## src/rtl/riscv_trace_buffer.sv

```systemverilog
// riscv_trace_buffer
//   On-chip event tracer. Register writebacks and data-memory reads/writes are
//   captured with a free-running timestamp into a DEPTH-entry ring buffer. A
//   debug host drains the buffer over a valid/ready port.
//
//   Optional build macro: TRACE_ADDR_FILTER_EN
//     Adds filt_lo/filt_hi. Memory events are kept only when
//     filt_lo <= addr <= filt_hi. REG events are not filtered.
//
// Ports
//   clk, reset                        clock and async active-low reset
//   trace_en, overwrite_mode          capture enable and full policy (1 = overwrite oldest)
//   reg_write_sig/reg_num/reg_data    register writeback
//   wr/rd/addr/wr_data/rd_data        data-memory access
//   out_valid/out_ready/out_*         head entry and handshake
//   count, drop_cnt, proto_err        occupancy, saturating drop counter, sticky wr&rd flag
module riscv_trace_buffer #(
    parameter int ADDR_W = 9,
    parameter int DEPTH  = 16,
    parameter int TS_W   = 16,
    parameter int DROP_W = 16,
    localparam int IDX_W = (ADDR_W > 5) ? ADDR_W : 5
) (
    input  logic                     clk,
    input  logic                     reset,
    input  logic                     trace_en,
    input  logic                     overwrite_mode,
    input  logic                     reg_write_sig,
    input  logic [4:0]               reg_num,
    input  logic [31:0]              reg_data,
    input  logic                     wr,
    input  logic                     rd,
    input  logic [ADDR_W-1:0]        addr,
    input  logic [31:0]              wr_data,
    input  logic [31:0]              rd_data,
`ifdef TRACE_ADDR_FILTER_EN
    input  logic [ADDR_W-1:0]        filt_lo,
    input  logic [ADDR_W-1:0]        filt_hi,
`endif
    output logic                     out_valid,
    input  logic                     out_ready,
    output logic [1:0]               out_type,
    output logic [TS_W-1:0]          out_ts,
    output logic [IDX_W-1:0]         out_idx,
    output logic [31:0]              out_data,
    output logic [$clog2(DEPTH):0]   count,
    output logic [DROP_W-1:0]        drop_cnt,
    output logic                     proto_err
);

    localparam int PTR_W = $clog2(DEPTH);
    localparam int CNT_W = PTR_W + 1;

    localparam logic [1:0] TYPE_REG  = 2'b00;
    localparam logic [1:0] TYPE_MEMW = 2'b01;
    localparam logic [1:0] TYPE_MEMR = 2'b10;

    typedef struct packed {
        logic [1:0]       typ;
        logic [TS_W-1:0]  ts;
        logic [IDX_W-1:0] idx;
        logic [31:0]      data;
    } entry_t;

    entry_t mem_q [DEPTH];

    logic [PTR_W-1:0]  wr_ptr_q, wr_ptr_d, rd_ptr_q, rd_ptr_d, wr_ptr1;
    logic [CNT_W-1:0]  count_q, count_d, free;
    logic [TS_W-1:0]   ts_q, ts_d;
    logic [DROP_W-1:0] drop_q, drop_d;
    logic [DROP_W:0]   drop_sum;
    logic              err_q, err_d;

    logic              addr_ok, ev_reg, ev_mem, pop, we0, we1;
    logic [1:0]        n_ev, n_push, n_drop, n_evict;
    entry_t            ent_reg, ent_mem, ent0, head;

`ifdef TRACE_ADDR_FILTER_EN
    assign addr_ok = (addr >= filt_lo) && (addr <= filt_hi);
`else
    assign addr_ok = 1'b1;
`endif

    always_comb begin
        ev_reg  = trace_en & reg_write_sig;
        ev_mem  = trace_en & (wr ^ rd) & addr_ok;
        pop     = (count_q != '0) & out_ready;
        // Slots available this edge; a pop frees its slot for a same-cycle push.
        free    = CNT_W'(DEPTH) - count_q + CNT_W'(pop);
        n_ev    = {1'b0, ev_reg} + {1'b0, ev_mem};
        n_push  = n_ev;
        n_drop  = 2'd0;
        n_evict = 2'd0;
        if (CNT_W'(n_ev) > free) begin
            // free < n_ev <= 2 here, so free fits in two bits.
            if (overwrite_mode) n_evict = n_ev - free[1:0];
            else begin
                n_push = free[1:0];
                n_drop = n_ev - free[1:0];
            end
        end

        ent_reg = '{typ: TYPE_REG, ts: ts_q, idx: IDX_W'(reg_num), data: reg_data};
        ent_mem = '{typ: wr ? TYPE_MEMW : TYPE_MEMR, ts: ts_q, idx: IDX_W'(addr),
                    data: wr ? wr_data : rd_data};
        // REG takes the lower slot; in stop mode a single slot goes to REG.
        ent0    = ev_reg ? ent_reg : ent_mem;
        we0     = n_push != 2'd0;
        we1     = n_push == 2'd2;
        wr_ptr1 = wr_ptr_q + PTR_W'(1);

        wr_ptr_d = wr_ptr_q + PTR_W'(n_push);
        rd_ptr_d = rd_ptr_q + PTR_W'(pop) + PTR_W'(n_evict);
        count_d  = count_q + CNT_W'(n_push) - CNT_W'(pop) - CNT_W'(n_evict);
        ts_d     = ts_q + TS_W'(1);

        drop_sum = {1'b0, drop_q} + (DROP_W + 1)'(n_drop);
        drop_d   = drop_sum[DROP_W] ? '1 : drop_sum[DROP_W-1:0];
        err_d    = err_q | (trace_en & wr & rd);
    end

    always_ff @(posedge clk or negedge reset) begin
        if (!reset) begin
            wr_ptr_q <= '0;
            rd_ptr_q <= '0;
            count_q  <= '0;
            ts_q     <= '0;
            drop_q   <= '0;
            err_q    <= 1'b0;
        end else begin
            wr_ptr_q <= wr_ptr_d;
            rd_ptr_q <= rd_ptr_d;
            count_q  <= count_d;
            ts_q     <= ts_d;
            drop_q   <= drop_d;
            err_q    <= err_d;
        end
    end

    // Storage is not reset; the output mux hides it while empty.
    always_ff @(posedge clk) begin
        if (we0) mem_q[wr_ptr_q] <= ent0;
        if (we1) mem_q[wr_ptr1]  <= ent_mem;
    end

    assign head      = mem_q[rd_ptr_q];
    assign out_valid = count_q != '0;
    assign out_type  = out_valid ? head.typ  : '0;
    assign out_ts    = out_valid ? head.ts   : '0;
    assign out_idx   = out_valid ? head.idx  : '0;
    assign out_data  = out_valid ? head.data : '0;
    assign count     = count_q;
    assign drop_cnt  = drop_q;
    assign proto_err = err_q;

endmodule
```

## config.mk

```make
export PLATFORM = sky130hd
export DESIGN_NAME = riscv_trace_buffer
export DESIGN_NICKNAME = d
export VERILOG_FILES = /design/src/rtl/riscv_trace_buffer.sv
export SDC_FILE = /design/constraint.sdc
export NUM_CORES = 2
export LEC_CHECK = 0
export ABC_AREA = 0
export CORE_MARGIN = 2
export CORE_UTILIZATION = 40
export DETAILED_ROUTE_END_ITERATION = 10
export PLACE_DENSITY = 0.57
export SLEW_MARGIN = 20
export SYNTH_ARGS = -nofsm -noshare
export SYNTH_HDL_FRONTEND = slang
export SYNTH_SLANG_ARGS = --single-unit
```

## constraint.sdc

```tcl
create_clock -name clk -period 9.8 [get_ports clk]
set_input_delay 0.98 -clock clk [delete_from_list [all_inputs] [get_ports clk]]
set_output_delay 0.98 -clock clk [all_outputs]
set_load 0.005 [all_outputs]
```

==> out/results.txt <==
Worst reg-to-reg setup slack -> 2.83 ns
Normalized max-slew margin -> 23.8%
DP HPWL -> 70.9 mm
Setup Skew -> 0.0288 ns
Mapped Avg Cell Area -> 17.7 sq um
Status -> finished, final reports clean
Bufs on Longest Clock Path -> 3
Max-Cap Viols -> 0
Most common cell in the netlist -> edfxtp_1
Fmax -> 143 MHz
Layout cells sized above 1 -> 24.2%
Met1 Resource Use GR -> 27.4%
# setup viols final -> 0
GR Layer Usage met3 -> 2.63%
H-tree depth -> 3
GR peak layer -> met2
Power share of the combinational group -> 33.4%
Routed WL -> 128 mm
Synthesized cell area -> 46,800 sq um
Cell accounting for the most synthesized area -> edfxtp_1
DRT antenna net count -> 0
Synth Register Bits -> 990
Worst r2r dst -> drop_cnt[2]
Met2 Use GR -> 37.7%
Via/cell ratio -> 5.81
Post-Syn Nets -> 2,788
Switching part of the total -> 30.1%
Tot GR Track Use -> 21.3%
WHS -> 0.422 ns
# IOs -> 200
# rows -> 125
Clock power frac -> 28.0%
Reg2reg path depth -> 23
Final #Nets -> 2,927
Post-synthesis sequential area ratio -> 63.0%
Final Power -> 14,100 uW
Asr flop ratio synth -> 4.65%
Worst R2R Start -> count[3]
Arrival time worst endpoint -> 7.58 ns
DRC violations left -> 0
Area delta synth->final -> 15.4%
GRT overflow -> 0
Crit-path max FO -> 61
Top cells by area, synth -> edfxtp_1 61%, mux4_2 14%, mux2i_1 12%
IR drop worst, VDD -> 0.147 mV
Synth Instances -> 2,646
Worst setup path class -> reg2reg
WL/cell -> 29.0 microns
Setup Buffers After CTS -> 0
Worst min path class -> in2async
Final hold violation count -> 0
Hold-fix buffer count after cts -> 0
Yosys cell types -> 57
CTS tree -> done
Sink Count -> 990
Number of synthesized flops with an enable pin -> 944
Fillcell total -> 9,797
First-pass GRT wire length -> 188 mm
Final WS setup -> 2.83 ns
Placeable Area -> 116,000 sq um
Gates resized, CTS repair -> 0
Max Transition Viols Final -> 0
Power per cell area -> 261 nW/um^2
Via count -> 25,600
Initial antenna violation count -> 4
Startpoint types -> register
Port bufs -> 199
Clock-pin slew on the worst setup and hold paths -> 0.06 ns
P_leak -> 0.0209 uW
DP Worst Slack -> 2.90 ns
Top_reg_cell synth -> edfxtp_1
Worst Setup End Kind -> register
Sequential fraction of design power -> 38.6%
Clk_lat worst skew -> 0.70 ns
Sw power -> 4240 uW
Final worst path period need -> 6.97 ns
Root Driver -> clkbuf_16
Routability cong. -> 0.809
RSZ-0062 raised after global routing -> false
Vias in the first global route -> 27,100
Largest net degree at the start of global routing -> 98
Slew @ Worst Pin -> 1.14 ns
Initial Util -> 40.3%
Die footprint -> 120,000 sq um
Top cells by count, synth -> 944 x edfxtp_1, 546 x mux2i_1, 295 x mux4_2, 157 x clkbuf_1, 81 x nand2_1
Die W -> 346 microns
Die span in y -> 346 microns
Synth Warn # -> 0
Top cell type's share of synthesized area -> 60.5%
Drt first pass iters -> 6
Cts bufs inserted -> 106
Starting DRT DRC Count -> 2,038
CP required -> 10.41 ns
Int Pwr -> 9870 uW
Post-route clock period utilization -> 71.1%
cell families after synthesis:
family,Yosys count,share of synthesized area (%)
AO/OA/AOI/OAI,161,2.36
AND/OR/NAND/NOR,219,2.52
buffers and inverters,290,2.74
XOR/XNOR,36,0.673
adder cells (fa/ha/maj),24,0.769
flip-flops,990,63.0
multiplexers,926,28.0
how the worst max path moves through the flow:
stage                     cells after the start            to  slack [ns]  startpoint
final                                        23   drop_cnt[2]        2.83    count[3]
after CTS                                    17  mem_q[8][24]        2.90    count[3]
after detailed placement                     17  mem_q[8][15]        2.90    count[3]
after global placement                       17  mem_q[8][15]        3.11    count[3]
after global routing                         23   drop_cnt[2]        2.44    count[3]
after floorplan                              17  mem_q[10][0]       -0.53    count[3]
per-layer routing:
layer / share of wire, % / routed length, microns / vias up
met1: 41 / 51800 / 13700
met4: 2.6 / 3310 / 2
met2: 52 / 66600 / 720
met5: 0.0078 / 10 / -
met3: 4.7 / 6040 / 213
li1: - / - / 10900
metrics by stage:
stage          instances  area [sq um]  TNS [ns]  util [%]
3_5_place_dp        4199         50500         0      43.5
4_1_cts             4399         53900         0      46.4
3_3_place_gp        4199         50500         0      43.5
2_1_floorplan       2646         46800   -388.17         -
6_report            4402         54100         0      46.5
5_1_grt             4401         54100         0      46.5
sequential cells by signal (all words and copies together) (netlist names):
| name | flops |
|---|---|
| count | 5 |
| proto_err | 1 |
| ts_q | 16 |
| rd_ptr_q | 4 |
| mem_q | 944 |
| wr_ptr_q | 4 |
| drop_cnt | 16 |
critical path: stages, from the launching register on:
cell      delay (ns)
dfrtp_1         0.42
inv_1           0.14
ha_1            0.22
or2b_1          0.28
or3_2           0.41
buf_4           0.39
nand2_1         0.28
ha_1            0.25
inv_1           0.06
ha_1            0.32
inv_1           0.07
ha_1            0.34
nor2b_1         0.24
o221ai_1        0.30
nor4_1          0.65
nor2b_1         0.32
ha_1            0.22
inv_1           0.06
fa_1            0.40
nor2b_1         0.24
and4_1          0.30
nand3_1         0.19
or3_1           0.62
o21ai_0         0.15
power by group through the flow:
stage                     logic (uW)  registers [uW]  clock network, uW
after CTS                       4800            5460               4030
after global routing            5030            5490               4180
final                           4710            5450               3950
after floorplan                 2970            5450                  0
after global placement          4740            5520                  0
after detailed placement        4770            5550                  0
cells in the final DEF, fill, tap and decap left out, types with 7 or more instances in the layout:
cell	synthesis	final
clkinv_1	0	25
bufinv_16	0	8
mux2_2	74	73
clkbuf_8	0	7
mux4_2	295	295
ha_1	16	16
o21ai_2	0	23
nor2_1	8	8
a21boi_0	75	75
clkdlybuf4s50_1	0	197
dfrtp_1	46	42
inv_1	25	24
buf_4	16	94
nor2b_1	7	7
mux2_4	9	10
nand3_1	9	9
xnor2_1	25	25
clkinv_2	0	19
clkbuf_16	0	108
or4_4	0	12
o21ai_1	32	9
xor2_1	11	11
o41ai_2	0	13
and2_1	61	61
mux2i_1	546	545
clkbuf_1	157	23
edfxtp_1	944	944
nand2_1	81	80
fa_1	8	8
a21oi_1	17	17
layout make-up:
cell class / count / area, sq um / area share (%)
flip-flops and latches: 990 / 29500 / 54.6
clock inverters: 62 / 534 / 0.988
well taps: 1524 / 1910 / 3.53
multi-input cells: 1366 / 16400 / 30.3
repair buffers: 296 / 2760 / 5.11
inverters: 25 / 93.8 / 0.174
diodes: 1 / 2.50 / 0.00463
clock buffers: 138 / 2890 / 5.34
No activity file was read; power rests on OpenSTA's default activity.
